### config.mk
export PLATFORM = sky130hd
export DESIGN_NAME = kfps2kb_cmd_sequencer
export DESIGN_NICKNAME = d
export VERILOG_FILES = /design/src/rtl/kfps2kb_cmd_pkg.sv /design/src/rtl/kfps2kb_cmd_timer.sv /design/src/rtl/kfps2kb_cmd_sequencer.sv
export SDC_FILE = /design/constraint.sdc
export NUM_CORES = 1
export LEC_CHECK = 0
export BUFFER_PORTS_ARGS = -buffer_cell sky130_fd_sc_hd__buf_2
export CAP_MARGIN = 15
export CORE_MARGIN = 8
export CORE_UTILIZATION = 52
export DETAILED_ROUTE_END_ITERATION = 7
export GPL_TIMING_DRIVEN = 0
export PLACE_DENSITY = 0.87
export SLEW_MARGIN = 0
export SYNTH_ARGS = -nofsm -noshare
export SYNTH_HDL_FRONTEND = slang
export SYNTH_SLANG_ARGS = --single-unit
### constraint.sdc
create_clock -name clock -period 2 [get_ports clock]
set_input_delay 0.4 -clock clock [delete_from_list [all_inputs] [get_ports clock]]
set_output_delay 0.4 -clock clock [all_outputs]
set_load 0.01 [all_outputs]
### src/rtl/kfps2kb_cmd_pkg.sv
// rtl/kfps2kb_cmd_pkg.sv - shared types and byte constants for the PS/2 host command sequencer
package kfps2kb_cmd_pkg;

  typedef enum logic [2:0] {
    IDLE,
    SEND_CMD,
    SEND_ARG,
    WAIT_TX,
    WAIT_ACK,
    WAIT_BAT,
    FINISH_OK,
    FINISH_ERR
  } state_t;

  typedef enum logic {
    REQ_SYS,
    REQ_LED
  } req_src_t;

  localparam logic [7:0] ACK         = 8'hFA;
  localparam logic [7:0] RESEND      = 8'hFE;
  localparam logic [7:0] BAT_OK      = 8'hAA;
  localparam logic [7:0] BAT_FAIL    = 8'hFC;
  localparam logic [7:0] CMD_SET_LED = 8'hED;
  localparam logic [7:0] CMD_RESET   = 8'hFF;

endpackage

### src/rtl/kfps2kb_cmd_timer.sv
// rtl/kfps2kb_cmd_timer.sv - loadable down-counter shared by the response and BAT waits
module kfps2kb_cmd_timer (
  input  logic        clock,
  input  logic        reset_n,
  input  logic        clear,
  input  logic        load,
  input  logic [31:0] load_value,
  input  logic        enable,
  output logic        expire
);

  logic [31:0] count;

  always_ff @(posedge clock or negedge reset_n) begin
    if (!reset_n) begin
      count <= 32'd0;
    end else if (load) begin
      count <= load_value;
    end else if (clear) begin
      count <= 32'd0;
    end else if (enable && count != 32'd0) begin
      count <= count - 32'd1;
    end
  end

  assign expire = enable && (count == 32'd0);

endmodule

### src/rtl/kfps2kb_cmd_sequencer.sv
// rtl/kfps2kb_cmd_sequencer.sv - sys/LED command arbiter with ACK/RESEND/timeout retry; KFPS2KB_BAT_WAIT_EN adds BAT wait after 0xFF
module kfps2kb_cmd_sequencer
  import kfps2kb_cmd_pkg::*;
#(
  parameter logic [31:0] ack_timeout = 32'd250000,
  parameter int          max_retries = 2,
  parameter logic [31:0] bat_timeout = 32'd25000000
) (
  input  logic       clock,
  input  logic       reset_n,
  input  logic       sys_req,
  input  logic [7:0] sys_cmd,
  input  logic       sys_has_arg,
  input  logic [7:0] sys_arg,
  output logic       sys_done,
  output logic       sys_err,
  input  logic       led_req,
  input  logic [2:0] led_state,
  output logic       tx_start,
  output logic [7:0] tx_byte,
  input  logic       tx_done,
  input  logic       tx_error,
  input  logic       rx_valid,
  input  logic [7:0] rx_byte,
  output logic       rx_consume,
  output logic       busy
);

  localparam logic [7:0] max_retry_cnt = 8'(max_retries);

  state_t     state, next_state;
  req_src_t   req_src;
  logic [7:0] cmd_r, arg_r, retry_cnt;
  logic       has_arg_r, arg_phase, led_pending;
  logic       grant_sys, grant_led, enter_arg, retry_inc, retry_path;
  logic       timer_load, timer_expire;

  always_ff @(posedge clock or negedge reset_n) begin
    if (!reset_n) state <= IDLE;
    else          state <= next_state;
  end

  always_comb begin
    next_state = state;
    tx_start   = 1'b0;
    tx_byte    = 8'h00;
    rx_consume = 1'b0;
    sys_done   = 1'b0;
    sys_err    = 1'b0;
    grant_sys  = 1'b0;
    grant_led  = 1'b0;
    enter_arg  = 1'b0;
    retry_inc  = 1'b0;
    retry_path = 1'b0;
    case (state)
      IDLE: begin
        if (sys_req) begin
          grant_sys  = 1'b1;
          next_state = SEND_CMD;
        end else if (led_pending) begin
          grant_led  = 1'b1;
          next_state = SEND_CMD;
        end
      end
      SEND_CMD: begin
        tx_start   = 1'b1;
        tx_byte    = cmd_r;
        next_state = WAIT_TX;
      end
      SEND_ARG: begin
        tx_start   = 1'b1;
        tx_byte    = arg_r;
        next_state = WAIT_TX;
      end
      WAIT_TX: begin
        if (tx_error)     retry_path = 1'b1;
        else if (tx_done) next_state = WAIT_ACK;
      end
      WAIT_ACK: begin
        // A response in the expiry cycle takes precedence over the timeout.
        if (rx_valid && rx_byte == ACK) begin
          rx_consume = 1'b1;
          if (!arg_phase && has_arg_r) begin
            enter_arg  = 1'b1;
            next_state = SEND_ARG;
          end else if (cmd_r == CMD_RESET) begin
`ifdef KFPS2KB_BAT_WAIT_EN
            next_state = WAIT_BAT;
`else
            next_state = FINISH_OK;
`endif
          end else begin
            next_state = FINISH_OK;
          end
        end else if (rx_valid && rx_byte == RESEND) begin
          rx_consume = 1'b1;
          retry_path = 1'b1;
        end else if (timer_expire) begin
          retry_path = 1'b1;
        end
      end
      WAIT_BAT: begin
        if (rx_valid && rx_byte == BAT_OK) begin
          rx_consume = 1'b1;
          next_state = FINISH_OK;
        end else if (rx_valid && rx_byte == BAT_FAIL) begin
          rx_consume = 1'b1;
          next_state = FINISH_ERR;
        end else if (timer_expire) begin
          next_state = FINISH_ERR;
        end
      end
      FINISH_OK: begin
        sys_done   = (req_src == REQ_SYS);
        next_state = IDLE;
      end
      FINISH_ERR: begin
        sys_done   = (req_src == REQ_SYS);
        sys_err    = (req_src == REQ_SYS);
        next_state = IDLE;
      end
      default: next_state = IDLE;
    endcase
    if (retry_path) begin
      if (retry_cnt < max_retry_cnt) begin
        retry_inc  = 1'b1;
        next_state = arg_phase ? SEND_ARG : SEND_CMD;
      end else begin
        next_state = FINISH_ERR;
      end
    end
  end

  always_ff @(posedge clock or negedge reset_n) begin
    if (!reset_n) begin
      req_src     <= REQ_SYS;
      cmd_r       <= 8'h00;
      arg_r       <= 8'h00;
      has_arg_r   <= 1'b0;
      arg_phase   <= 1'b0;
      retry_cnt   <= 8'd0;
      led_pending <= 1'b0;
    end else begin
      if (grant_sys) begin
        req_src   <= REQ_SYS;
        cmd_r     <= sys_cmd;
        arg_r     <= sys_arg;
        has_arg_r <= sys_has_arg;
        arg_phase <= 1'b0;
        retry_cnt <= 8'd0;
      end else if (grant_led) begin
        req_src   <= REQ_LED;
        cmd_r     <= CMD_SET_LED;
        arg_r     <= {5'b0, led_state};
        has_arg_r <= 1'b1;
        arg_phase <= 1'b0;
        retry_cnt <= 8'd0;
      end else if (enter_arg) begin
        arg_phase <= 1'b1;
        retry_cnt <= 8'd0;
      end else if (retry_inc) begin
        retry_cnt <= retry_cnt + 8'd1;
      end
      // A fresh LED change always wins so the update reissues with the newest state.
      if (led_req)        led_pending <= 1'b1;
      else if (grant_led) led_pending <= 1'b0;
    end
  end

  assign timer_load = (next_state != state) &&
                      (next_state == WAIT_ACK || next_state == WAIT_BAT);

  kfps2kb_cmd_timer u_timer (
    .clock      (clock),
    .reset_n    (reset_n),
    .clear      (state == IDLE),
    .load       (timer_load),
    .load_value ((next_state == WAIT_BAT) ? bat_timeout - 32'd1 : ack_timeout - 32'd1),
    .enable     (state == WAIT_ACK || state == WAIT_BAT),
    .expire     (timer_expire)
  );

  assign busy = (state != IDLE);

endmodule

==> results.yml <==
outcome:
  status: "finished with violations"
  violations: "negative setup slack"
power:
  p_leak_nw: 2.06
  pwr-share-comb_pct: 53.2
  intPower_mw: 4.03
  p_seq_share_pct: 30.6
  finalPower_mw: 7.15
  power_frac_clock_pct: 16.2
  p_sw_share_pct: 43.6
  power_density_mw_per_mm2: 1460
  irDropWorstVdd_uv: 709
  p_switching_mw: 3.12
place:
  gp_congestion: 0.931
  place_ws_ns: -0.282
  dp_hpwl_um: 6660
  dp.cells: 505
  portBuffers: 47
floorplan:
  core_area_sq_mm: 0.00676
  row_count: 30
  dieArea_sq_mm: 0.00988
  fp.dieH_um: 99.4
  initial_core_util_pct: 53.5
  die_w_um: 99.4
  ios: 48
setup_path:
  cpMostUsedCell: "buf_6"
  crit_family: "buffers and inverters"
  crit_slowest_cell: "dfrtp_1"
  path_depth: 10
  critPathCaptureType: "flip-flop"
  critPathMaxFanout: 5
  rrSetupSlack_ns: -0.23
  reg2reg_depth: 10
  required_ns: 2.28
  critPathLaunchType: "flip-flop"
  worstPathCellList: "inv_2 -> ha_1 -> nor3b_2 -> nand4_1 -> buf_6 -> o31ai_4 -> buf_6 -> buf_4 -> o31ai_1 -> a21oi_1"
  crit_type: "flip-flop to flip-flop"
  slowest_delay_ns: 0.43
  path_buf_inv: 4
  cp.arrival_ns: 2.51
cells_and_area:
  area_growth_pct: 35.2
  fin_cells: 551
  diodes: 0
  finalCoreUtilization_pct: 72.4
  drive_above_1_share_pct: 42.3
  nNetsFinal: 504
  nFillCells: 415
timing:
  final_max_slew_viol_count: 0
  tightest_slew_ns: 0.892
  max_slew_margin_pct: 40.5
  rsz0062_at_grt: "yes"
  setup_ws_ns: -0.228
  timing.hold.ws_ns: 0.158
  fmax_ghz: 0.449
  timing.final.crit_share_pct: 111
  setup_viol: 29
  finalHoldViolCount: 0
  period_needed_ns: 2.23
  skew_ns: 0.0156
clock_tree:
  cts_buffer_depth: 2
  cts_tree: "done"
  cts_root_buf: "clkbuf_8"
  cts_htree_levels: 3
  cts_sinks: 63
  cts_made_buffers: 9
  clock_latency_ns: 0.36
  clk_pin_slew_worst_paths_ns: 0.07
logic_synthesis:
  ys_seq_area_share_pct: 43.6
  yosysMostFrequentCell: "dfrtp_1"
  synth_edf_count: 0
  yosysTopAreaCell: "dfrtp_1"
  synth.distinct_cells: 74
  syn_area_sq_mm: 0.00362
  yosysWarnings: 0
  synthTopCellsByCount: "63 x dfrtp_1, 40 x nor2_1, 29 x nand2_1, 21 x a21oi_1, 14 x nand3_1"
  netlist_instances: 377
  ys_seq_elements: 63
  synth.avg_cell_area_sq_um: 9.59
  syn-num-nets: 415
  async_reset_ff_share_pct: 100
  yosys.area.top_type_share_pct: 43.6
  synth_area_leaders: "dfrtp_1 44%, nor2_1 4.2%, nand2_1 3.0%"
  ys.flop_type: "dfrtp_1"
detailed_routing:
  drtIter0Drc: 418
  drc_errors: 0
  totalWireLength_um: 11600
  wl_per_cell_um: 21.0
  dr.pass1.iters: 7
  vias: 3732
  detail_route.vias_per_cell: 6.77
  detail-route-antenna-nets: 0
run:
  maxCapViolCount: 0
global_routing:
  grt_max_degree: 38
  grt_pass1_wl_um: 16600
  grt_pass1_vias: 3479
  grt_usage_pct: 20.9
  grt_antenna_before_repair: 0
  overflow: 0
hold_path:
  hold_path_class: "input port to async pin"
==> routing by layer <==
layer	vias to the layer above	track usage, %	share of wire (%)
li1	1615	-	-
met1	1844	25.4	40
met2	228	33.6	48
met3	45	4.68	8.4
met4	0	11.5	3.1
met5	-	0	0
==> stage by stage <==
stage	TNS [ns]	cell area (sq um)
2_1_floorplan	0	3620
3_3_place_gp	-8.72	3960
3_5_place_dp	-11.39	3980
4_1_cts	-0.0202	4500
5_1_grt	-6.29	4890
6_report	-3.69	4890
==> worst reg2reg max path: stages (launching register included) <==
cell,delay [ns]
dfrtp_1,0.43
inv_2,0.09
ha_1,0.17
nor3b_2,0.22
nand4_1,0.18
buf_6,0.18
o31ai_4,0.30
buf_6,0.18
buf_4,0.15
o31ai_1,0.08
a21oi_1,0.18
==> sequential cells by signal (all words and copies together) (netlist names) <==
name / cells
arg_phase: 1
u_timer.count: 32
retry_cnt: 8
has_arg_r: 1
state: 3
led_pending: 1
req_src: 1
cmd_r: 8
arg_r: 8
==> area by class of cell <==
type / count / area, sq um / area share (%)
Clock inverter: 6 / 70.1 / 1.43
Sequential cell: 63 / 1580 / 32.4
Clock buffer: 10 / 138 / 2.81
Buffer: 17 / 194 / 3.97
Multi-Input combinational cell: 289 / 2240 / 45.7
Timing Repair Buffer: 79 / 542 / 11.1
Tap cell: 80 / 100 / 2.05
Inverter: 7 / 26.3 / 0.537
==> power by group through the flow <==
stage	clock network, mW	logic [mW]	registers [mW]
detailed placement	0	2.56	2.09
CTS	1.16	3.06	2.08
floorplan	0	1.93	1.98
global placement	0	2.46	2.05
global route	1.21	4.06	2.23
finish	1.16	3.80	2.19
==> placed cells by master, fill, tap and decap left out, types with 8 or more instances in the layout <==
master and instances:
a21oi_1 17, o21ai_0 11, buf_6 12, nor2_1 34, buf_2 48, dfrtp_1 57, a31oi_1 9, and2_1 8
clkbuf_8 12, buf_4 25, a22oi_2 8, nand2_1 26, nand3_1 13
==> logic make-up after synthesis <==
family                     Yosys count  share of synthesized area, %
and+or+nand+nor                    168                          26.6
AOI/OAI and AO/OA                  111                          23.1
DFF                                 63                          43.6
buffers and inverters               25                          3.81
muxes                                4                          1.18
xor gates and xnor gates             3                         0.727
adders and majority gates            3                          1.04
==> worst paths after layout <==
check | startpoint | to
worst max-delay path | u_timer.count[0] | u_timer.count[11]
worst min-delay path | reset_n | u_timer.count[0]
worst max register to register | u_timer.count[0] | u_timer.count[11]
worst min register to register | retry_cnt[5] | retry_cnt[5]
max in group asynchronous | reset_n | u_timer.count[3]
min in group clock | sys_cmd[1] | cmd_r[1]
==> timing repair <==
action,CTS,global route
cloned,1,3
pin swaps,6,30
gates resized for setup,45,74
endpoints found under the setup margin,62,50
buffers inserted,18,9
hold buffers,0,0
hold endpoints to repair,0,0
Power figures use the tool's default switching activity.
